`config.mk`:
```
export PLATFORM = sky130hd
export DESIGN_NAME = axi_lite_2_wb_master
export DESIGN_NICKNAME = d
export VERILOG_FILES = /design/src/rtl/axi_lite_2_wb_master.sv
export SDC_FILE = /design/constraint.sdc
export NUM_CORES = 1
export LEC_CHECK = 0
export ABC_AREA = 1
export BUFFER_PORTS_ARGS = -buffer_cell sky130_fd_sc_hd__buf_2
export CORE_UTILIZATION = 55
export CTS_BUF_LIST = sky130_fd_sc_hd__clkbuf_16
export DETAILED_ROUTE_END_ITERATION = 8
export GPL_TIMING_DRIVEN = 0
export PLACE_DENSITY = 0.93
export SLEW_MARGIN = 0
export SYNTH_ARGS = -nofsm -noshare
export SYNTH_HDL_FRONTEND = slang
export SYNTH_SLANG_ARGS = --single-unit
```
`constraint.sdc`:
```
create_clock -name wb_clk_i -period 3.62 [get_ports wb_clk_i]
set_clock_uncertainty 0.1 [all_clocks]
set_input_delay 0 -clock wb_clk_i [delete_from_list [all_inputs] [get_ports wb_clk_i]]
set_output_delay 0 -clock wb_clk_i [all_outputs]
set_load 0.005 [all_outputs]
```
`src/rtl/axi_lite_2_wb_master.sv`:
```
// AXI-Lite slave to classic Wishbone master bridge. Captures the AW, W and AR channels
// independently, arbitrates one transaction at a time and replays it as a single Wishbone
// cycle, aborting with SLVERR when the slave does not acknowledge in time.
module axi_lite_2_wb_master #(
  parameter int unsigned pADDR_WIDTH  = 12,
  parameter int unsigned pDATA_WIDTH  = 32,
  parameter logic [31:0] WB_BASE_ADDR = 32'h3800_0000,
  parameter int unsigned TIMEOUT      = 255
) (
  input  logic                     wb_clk_i,
  input  logic                     wb_rst_i,
  // Write address channel
  input  logic                     awvalid,
  output logic                     awready,
  input  logic [pADDR_WIDTH-1:0]   awaddr,
  // Write data channel
  input  logic                     wvalid,
  output logic                     wready,
  input  logic [pDATA_WIDTH-1:0]   wdata,
  input  logic [pDATA_WIDTH/8-1:0] wstrb,
  // Write response channel
  output logic                     bvalid,
  input  logic                     bready,
  output logic [1:0]               bresp,
  // Read address channel
  input  logic                     arvalid,
  output logic                     arready,
  input  logic [pADDR_WIDTH-1:0]   araddr,
  // Read data channel
  output logic                     rvalid,
  input  logic                     rready,
  output logic [pDATA_WIDTH-1:0]   rdata,
  output logic [1:0]               rresp,
  // Wishbone master
  output logic                     wbm_cyc_o,
  output logic                     wbm_stb_o,
  output logic                     wbm_we_o,
  output logic [pDATA_WIDTH/8-1:0] wbm_sel_o,
  output logic [31:0]              wbm_adr_o,
  output logic [pDATA_WIDTH-1:0]   wbm_dat_o,
  input  logic [pDATA_WIDTH-1:0]   wbm_dat_i,
  input  logic                     wbm_ack_i
);

  localparam int unsigned StrbWidth  = pDATA_WIDTH / 8;
  localparam logic [1:0]  RespOkay   = 2'b00;
  localparam logic [1:0]  RespSlvErr = 2'b10;
  localparam logic [15:0] TimeoutCnt = 16'(TIMEOUT);

  typedef enum logic [2:0] {
    StIdle,
    StWrBus,
    StWrResp,
    StRdBus,
    StRdResp
  } state_e;

  state_e state_q, state_d;

  // Captured AXI requests; a held capture stays until its response handshake completes.
  logic                   aw_held_q, aw_held_d;
  logic [pADDR_WIDTH-1:0] awaddr_q, awaddr_d;
  logic                   w_held_q, w_held_d;
  logic [pDATA_WIDTH-1:0] wdata_q, wdata_d;
  logic [StrbWidth-1:0]   wstrb_q, wstrb_d;
  logic                   ar_held_q, ar_held_d;
  logic [pADDR_WIDTH-1:0] araddr_q, araddr_d;

  // Set when the most recent grant went to the read side; breaks write/read ties.
  logic                   last_rd_q, last_rd_d;
  logic [15:0]            cnt_q, cnt_d;

  logic                   awready_q, awready_d;
  logic                   wready_q, wready_d;
  logic                   arready_q, arready_d;

  logic                   cyc_q, cyc_d;
  logic                   we_q, we_d;
  logic [StrbWidth-1:0]   sel_q, sel_d;
  logic [31:0]            adr_q, adr_d;
  logic [pDATA_WIDTH-1:0] dat_o_q, dat_o_d;

  logic                   bvalid_q, bvalid_d;
  logic [1:0]             bresp_q, bresp_d;
  logic                   rvalid_q, rvalid_d;
  logic [1:0]             rresp_q, rresp_d;
  logic [pDATA_WIDTH-1:0] rdata_q, rdata_d;

  logic aw_fire, w_fire, ar_fire, wr_ready;

  assign aw_fire  = awvalid & awready_q;
  assign w_fire   = wvalid & wready_q;
  assign ar_fire  = arvalid & arready_q;
  assign wr_ready = aw_held_q & w_held_q;

  // Next-state: channel capture, arbitration, Wishbone cycle and response generation.
  always_comb begin
    state_d   = state_q;
    aw_held_d = aw_held_q;
    awaddr_d  = awaddr_q;
    w_held_d  = w_held_q;
    wdata_d   = wdata_q;
    wstrb_d   = wstrb_q;
    ar_held_d = ar_held_q;
    araddr_d  = araddr_q;
    last_rd_d = last_rd_q;
    cnt_d     = cnt_q;
    cyc_d     = cyc_q;
    we_d      = we_q;
    sel_d     = sel_q;
    adr_d     = adr_q;
    dat_o_d   = dat_o_q;
    bvalid_d  = bvalid_q;
    bresp_d   = bresp_q;
    rvalid_d  = rvalid_q;
    rresp_d   = rresp_q;
    rdata_d   = rdata_q;

    // Readies are only ever high in idle, so captures cannot disturb a live transaction.
    if (aw_fire) begin
      aw_held_d = 1'b1;
      awaddr_d  = awaddr;
    end
    if (w_fire) begin
      w_held_d = 1'b1;
      wdata_d  = wdata;
      wstrb_d  = wstrb;
    end
    if (ar_fire) begin
      ar_held_d = 1'b1;
      araddr_d  = araddr;
    end

    unique case (state_q)
      StIdle: begin
        if (wr_ready && (!ar_held_q || last_rd_q)) begin
          state_d   = StWrBus;
          last_rd_d = 1'b0;
          cnt_d     = '0;
          cyc_d     = 1'b1;
          we_d      = 1'b1;
          sel_d     = wstrb_q;
          adr_d     = WB_BASE_ADDR + 32'(awaddr_q);
          dat_o_d   = wdata_q;
        end else if (ar_held_q) begin
          state_d   = StRdBus;
          last_rd_d = 1'b1;
          cnt_d     = '0;
          cyc_d     = 1'b1;
          we_d      = 1'b0;
          sel_d     = '1;
          adr_d     = WB_BASE_ADDR + 32'(araddr_q);
        end
      end
      StWrBus: begin
        // An ack arriving on the final allowed cycle still completes with OKAY.
        if (wbm_ack_i) begin
          cyc_d    = 1'b0;
          bvalid_d = 1'b1;
          bresp_d  = RespOkay;
          state_d  = StWrResp;
        end else if (cnt_q == TimeoutCnt) begin
          cyc_d    = 1'b0;
          bvalid_d = 1'b1;
          bresp_d  = RespSlvErr;
          state_d  = StWrResp;
        end else begin
          cnt_d = cnt_q + 16'd1;
        end
      end
      StWrResp: begin
        if (bready) begin
          bvalid_d  = 1'b0;
          aw_held_d = 1'b0;
          w_held_d  = 1'b0;
          state_d   = StIdle;
        end
      end
      StRdBus: begin
        if (wbm_ack_i) begin
          cyc_d    = 1'b0;
          rvalid_d = 1'b1;
          rresp_d  = RespOkay;
          rdata_d  = wbm_dat_i;
          state_d  = StRdResp;
        end else if (cnt_q == TimeoutCnt) begin
          cyc_d    = 1'b0;
          rvalid_d = 1'b1;
          rresp_d  = RespSlvErr;
          rdata_d  = '0;
          state_d  = StRdResp;
        end else begin
          cnt_d = cnt_q + 16'd1;
        end
      end
      StRdResp: begin
        if (rready) begin
          rvalid_d  = 1'b0;
          ar_held_d = 1'b0;
          state_d   = StIdle;
        end
      end
      default: state_d = StIdle;
    endcase

    // Registered readies track what the combinational form would show next cycle.
    awready_d = (state_d == StIdle) && !aw_held_d;
    wready_d  = (state_d == StIdle) && !w_held_d;
    arready_d = (state_d == StIdle) && !ar_held_d;
  end

  // State and output registers; reset drops any in-flight cycle without a response.
  always_ff @(posedge wb_clk_i) begin
    if (wb_rst_i) begin
      state_q   <= StIdle;
      aw_held_q <= 1'b0;
      awaddr_q  <= '0;
      w_held_q  <= 1'b0;
      wdata_q   <= '0;
      wstrb_q   <= '0;
      ar_held_q <= 1'b0;
      araddr_q  <= '0;
      last_rd_q <= 1'b1;
      cnt_q     <= '0;
      awready_q <= 1'b0;
      wready_q  <= 1'b0;
      arready_q <= 1'b0;
      cyc_q     <= 1'b0;
      we_q      <= 1'b0;
      sel_q     <= '0;
      adr_q     <= '0;
      dat_o_q   <= '0;
      bvalid_q  <= 1'b0;
      bresp_q   <= '0;
      rvalid_q  <= 1'b0;
      rresp_q   <= '0;
      rdata_q   <= '0;
    end else begin
      state_q   <= state_d;
      aw_held_q <= aw_held_d;
      awaddr_q  <= awaddr_d;
      w_held_q  <= w_held_d;
      wdata_q   <= wdata_d;
      wstrb_q   <= wstrb_d;
      ar_held_q <= ar_held_d;
      araddr_q  <= araddr_d;
      last_rd_q <= last_rd_d;
      cnt_q     <= cnt_d;
      awready_q <= awready_d;
      wready_q  <= wready_d;
      arready_q <= arready_d;
      cyc_q     <= cyc_d;
      we_q      <= we_d;
      sel_q     <= sel_d;
      adr_q     <= adr_d;
      dat_o_q   <= dat_o_d;
      bvalid_q  <= bvalid_d;
      bresp_q   <= bresp_d;
      rvalid_q  <= rvalid_d;
      rresp_q   <= rresp_d;
      rdata_q   <= rdata_d;
    end
  end

  assign awready   = awready_q;
  assign wready    = wready_q;
  assign arready   = arready_q;
  assign bvalid    = bvalid_q;
  assign bresp     = bresp_q;
  assign rvalid    = rvalid_q;
  assign rresp     = rresp_q;
  assign rdata     = rdata_q;
  assign wbm_cyc_o = cyc_q;
  assign wbm_stb_o = cyc_q;
  assign wbm_we_o  = we_q;
  assign wbm_sel_o = sel_q;
  assign wbm_adr_o = adr_q;
  assign wbm_dat_o = dat_o_q;

endmodule

```
==> impl_metrics.json, run 1 <==
{
  "finalSetupViolCount": 0,
  "hold_viol": 0,
  "yosysMostFrequentCell": "nor2_1",
  "synthTopCellsByCount": "234 x nor2_1, 173 x dfxtp_1, 168 x nand2_1",
  "min_path_type": "in -> reg",
  "path_clk_slew_ps": 70,
  "status": "finished clean",
  "drt_iter0_drc": 1130,
  "ys_seq_area_share_pct": 51.3,
  "place_congestion": 0.873,
  "numCtsBuffers": 17,
  "cpMaxStageDelayCell": "dlygate4sd3_1",
  "clockBufferDepth": 2,
  "ys_ff_latch": 173,
  "leakagePower_nw": 4.48,
  "synthArstFlopShare_pct": 0,
  "syn_area_per_cell_um2": 7.53,
  "yosys.area.top_type": "dfxtp_1",
  "cp-start-kind": "input port",
  "cp.arrival_ps": 2440,
  "max_freq_mhz": 465,
  "yosys-top-cells-area": "dfxtp_1 51%, nor2_1 13%, nand2_1 9.3%",
  "rsz0062_at_grt": "no",
  "crit_required_ps": 3910,
  "numPortBuffers": 191,
  "slowest_delay_ps": 610,
  "ir_drop_mv": 0.470,
  "synth-edff-count": 0,
  "maxSlewHeadroom_pct": 59.2,
  "n_antenna_cell": 0,
  "antenna_found_initial": 0,
  "drive_gt1_share_pct": 22.9,
  "clock-sinks": 173,
  "nNetsFinal": 1333,
  "synth.top_cell.area_share_pct": 51.3,
  "grt_pass1_wl_um": 41300,
  "grt_overflow": 0,
  "cts_resized": 0,
  "grt_max_degree": 17,
  "start_util_pct": 56.2,
  "crit_type": "in -> reg",
  "dieArea_um2": 12700,
  "drtAntennaViolNets": 0,
  "syn_area_um2": 6760,
  "die_h_um": 113,
  "max-cap-violations": 0,
  "core_um2": 12000,
  "grt_pass1_vias": 8089,
  "rows": 40,
  "critical_path.cell_chain": "clkbuf_1 > inv_1 > clkbuf_1 > o21ai_0 > dlygate4sd3_1 > nor2_1 > dlygate4sd3_1",
  "tns_ps": 0,
  "cts-root-buf": "clkbuf_16",
  "critPathMaxFanout": 10,
  "post-route-util_pct": 80.8,
  "final_area_um2": 9710,
  "power_density_nw_per_um2": 525,
  "vias_per_cell": 5.78,
  "drc": 0,
  "yosys_warnings": 0,
  "cts_tree": "yes",
  "wl_um": 26100,
  "first_pass_iters": 6,
  "finalCriticalPeriod_ps": 2150,
  "finalCritPeriodShare_pct": 59.4,
  "clock_latency_ps": 450,
  "tightest_slew_ps": 613,
  "ioPinCount": 212,
  "synth_cell_types": 31,
  "place_area_um2": 7960,
  "wl_per_cell_um": 18.8,
  "total_power_mw": 5.10,
  "end_kind": "flop",
  "synthToLayoutAreaGrowth_pct": 43.7,
  "nFillCells": 617,
  "die_w_um": 113,
  "track_usage_pct": 42.1,
  "hpwlAfterDp_um": 12500,
  "vias": 8042,
  "cts-htree-levels": 4,
  "slew_violations": 0,
  "synthCells": 897,
  "synthFlopType": "dfxtp_1"
}
-- cell families (layout without fill, tap and decap cells) --
group | count (synthesis) | after routing | share of synthesized area [%]
adder cells (fa/ha/maj) | 1 | 1 | 0.185
buffers and inverters | 107 | 436 | 8.33
AO/OA/AOI/OAI | 169 | 169 | 13.1
AND/OR/NAND/NOR | 442 | 442 | 26.5
flip-flops | 173 | 173 | 51.3
XOR/XNOR | 4 | 4 | 0.519
other | 1 | 19 | 0.0555
-- placed cells by master (no fill, tap or decap), drive strengths merged --
cell type      n
a311oi         4
dfxtp        173
clkinv         3
inv           42
nand2        176
o21bai         2
buf          231
nand4          4
o21ai        101
xnor2          1
and2           1
dlygate4sd3  107
nor3b          2
clkbuf        46
nand3         14
bufinv         7
a21oi         50
nor2         242
a31oi         12
ha             1
xor2           3
nor3           3
conb          19
-- final timing paths --
check | end | from | slack (ps) | cells past startpoint
max | araddr_q[1] | wb_rst_i | 1470 | 7
min | aw_held_q | awvalid | 100 | 5
max reg2reg | rdata[0] | state_q[2] | 1510 | 8
min reg2reg | rdata[30] | rdata[30] | 360 | 2
-- critical path: cells and delay by family --
family | cells | cell delay, ps
AOI/OAI and AO/OA | 1 | 220
buffers and inverters | 5 | 2130
and+or+nand+nor | 1 | 80
-- sequential cells by signal, summed over array words and instances (netlist names), 3 cells and up --
name       flops
araddr_q      12
awaddr_q      12
cnt_q         16
rdata         32
state_q        3
wbm_adr_o     13
wbm_dat_o     32
wbm_sel_o      4
wdata_q       32
wstrb_q        4
-- through the flow --
step / std cells / hold slack [ps] / worst slack [ps]
3_5_place_dp: 1253 / 157 / 1780
4_1_cts: 1391 / 15.3 / 1580
6_report: 1391 / 98.5 / 1470
2_1_floorplan: 915 / 47.2 / 2070
3_3_place_gp: 1253 / 148 / 1820
5_1_grt: 1391 / 131 / 1410
-- where the power goes --
part	total, mW	internal (mW)	leakage [nW]	switching [mW]
registers	2.16	2.06	1.40	0.102
clock network	2.14	1.35	0.340	0.791
logic	0.796	0.315	2.73	0.481
total	5.10	3.72	4.48	1.37
-- layout make-up --
cell class / count / area (um2) / area share, %
sequential: 173 / 3460 / 35.7
multi-input combinational: 635 / 2800 / 28.8
clock inverter: 14 / 250 / 2.58
clock buffer: 17 / 425 / 4.38
buffer: 69 / 420 / 4.33
tap: 147 / 184 / 1.89
inverter: 38 / 143 / 1.47
timing repair buffer: 298 / 2030 / 20.9
-- routing by layer --
metal  global-route usage [%]  part of all wire [%]
met1                     43.9                    33
met2                     71.4                    49
met3                     12.5                    10
met4                     33.0                   7.5
met5                        0                     0
-- what timing repair did --
item | in CTS | in global routing
buffers inserted | 0 | 0
endpoints found under the hold margin | 101 | 0
hold buffers | 107 | 0
(Power assumes the default switching activity.)
==> run 2: changes to the inputs <==
CORE_UTILIZATION = 51   (was 55)
PLACE_DENSITY = 0.88   (was 0.93)
clock period = 2.2 ns   (was 3.62 ns; I/O delays follow)
==> run 2 against run 1 <==
Worst setup slack lost 1400 ps. Combinational power grew 53%. Cell area shrank 0.49%. Worst hold slack lost 30 ps. First-iteration DRC count shrank 46%. Cell count grew 2.0%. Via count shrank 8.1%. Sequential cell count is the same. Sequential share of layout area grew 0.18 points. Register-to-register slack lost 1400 ps.
==> impl_metrics.json, run 2 (same netlist as run 1, synthesis figures left out) <==
{
  "status": "finished clean",
  "grt_pass1_wl_um": 33700,
  "min_path_type": "in -> reg",
  "clockBufferDepth": 2,
  "tns_ps": 0,
  "path_clk_slew_ps": 70,
  "track_usage_pct": 32.2,
  "clock_latency_ps": 440,
  "antenna_found_initial": 0,
  "wl_um": 22100,
  "max_freq_mhz": 478,
  "nNetsFinal": 1335,
  "post-route-util_pct": 75.6,
  "finalCritPeriodShare_pct": 95.1,
  "cp-start-kind": "flop",
  "critPathMaxFanout": 4,
  "rows": 41,
  "grt_max_degree": 17,
  "final_area_um2": 9660,
  "drive_gt1_share_pct": 22.8,
  "final_cell_mix": "234 x nor2_1, 199 x buf_2, 173 x dfxtp_1",
  "cts_tree": "yes",
  "ir_drop_mv": 0.592,
  "dieArea_um2": 13700,
  "clock-sinks": 173,
  "place_inst": 1278,
  "n_antenna_cell": 0,
  "hpwlAfterDp_um": 12600,
  "end_kind": "flop",
  "dp_slack_ps": 389,
  "first_pass_iters": 5,
  "finalCriticalPeriod_ps": 2090,
  "total_power_mw": 7.76,
  "grt.busiest_layer": "met2",
  "finalSetupViolCount": 0,
  "tightest_slew_ps": 601,
  "maxSlewHeadroom_pct": 60.0,
  "numCtsBuffers": 17,
  "leakagePower_nw": 4.44,
  "place_congestion": 0.914,
  "synthToLayoutAreaGrowth_pct": 43.0,
  "grt_pass1_vias": 7268,
  "core_um2": 12800,
  "power_density_nw_per_um2": 803,
  "die_w_um": 117,
  "cts-root-buf": "clkbuf_16",
  "layout_setup_ws_ps": 107,
  "grt.met3_usage_pct": 8.50,
  "grtUsageMet1_pct": 33.2,
  "crit_required_ps": 2420,
  "max-cap-violations": 0,
  "drc": 0,
  "drtAntennaViolNets": 0,
  "vias": 7393,
  "vias_per_cell": 5.21,
  "ioPinCount": 212,
  "hold_slack_ps": 68.9,
  "drt_iter0_drc": 613,
  "stdcell_count": 1419,
  "place_area_um2": 8000,
  "slew_violations": 0,
  "grt_use_met2_pct": 57.9,
  "numPortBuffers": 191,
  "cts-htree-levels": 4,
  "die_h_um": 117,
  "grt_overflow": 0,
  "hold_viol": 0,
  "rsz0062_at_grt": "no",
  "wl_per_cell_um": 15.6,
  "cp.arrival_ps": 2310,
  "final_common_cell": "nor2_1",
  "start_util_pct": 52.9,
  "crit_type": "reg -> reg"
}
==> run 2: cell count changes in the layout (fill, tap and decap cells not counted) <==
cell / change
clkinv_2: +1
dlygate4sd3_1: +1
bufinv_16: -4
clkinv_1: +3
clkinv_4: -1
buf_4: +1
clkinvlp_4: +1
inv_6: +1
==> run 2: cell type report <==
| class | count | area (um2) |
|---|---|---|
| Fill cell | 811 | 3110 |
| Multi-Input combinational cell | 635 | 2800 |
| Buffer | 69 | 420 |
| Clock buffer | 17 | 425 |
| Clock inverter | 15 | 154 |
| Timing Repair Buffer | 300 | 2040 |
| Tap cell | 172 | 215 |
| Inverter | 38 | 143 |
| Sequential cell | 173 | 3460 |
==> run 2: routing by layer <==
layer | vias up | share of wire, % | wire [um]
met5 | - | 0 | 0
li1 | 3491 | - | -
met3 | 109 | 7.4 | 1640
met2 | 404 | 50 | 11200
met1 | 3389 | 37 | 8250
met4 | 0 | 4.8 | 1070
==> run 2: final timing paths <==
check	slack, ps	start	end	cells after the start
setup / recovery	110	arready	araddr_q[1]	5
hold / removal	70	wvalid	wdata_q[29]	5
setup reg to reg	110	arready	araddr_q[1]	5
hold reg to reg	350	wstrb_q[0]	wstrb_q[0]	2
==> run 2: power breakdown <==
group          internal (mW)  total, mW  switching [mW]
clock network           1.76       3.01            1.24
registers               3.38       3.53           0.150
logic                  0.523       1.22           0.695
total                   5.67       7.76            2.09
==> run 2: critical path, stage by stage, from the launching register on <==
cell and delay, ps:
dfxtp_1 380, nand2_1 110, o21ai_0 210, dlygate4sd3_1 570, nor2_1 30, dlygate4sd3_1 560
==> run 2: repair_timing <==
item,in CTS,in global routing
hold buffers,108,0
buffers inserted,0,1
resized for setup,0,0
hold endpoints to repair,101,0
setup endpoints to repair,0,2
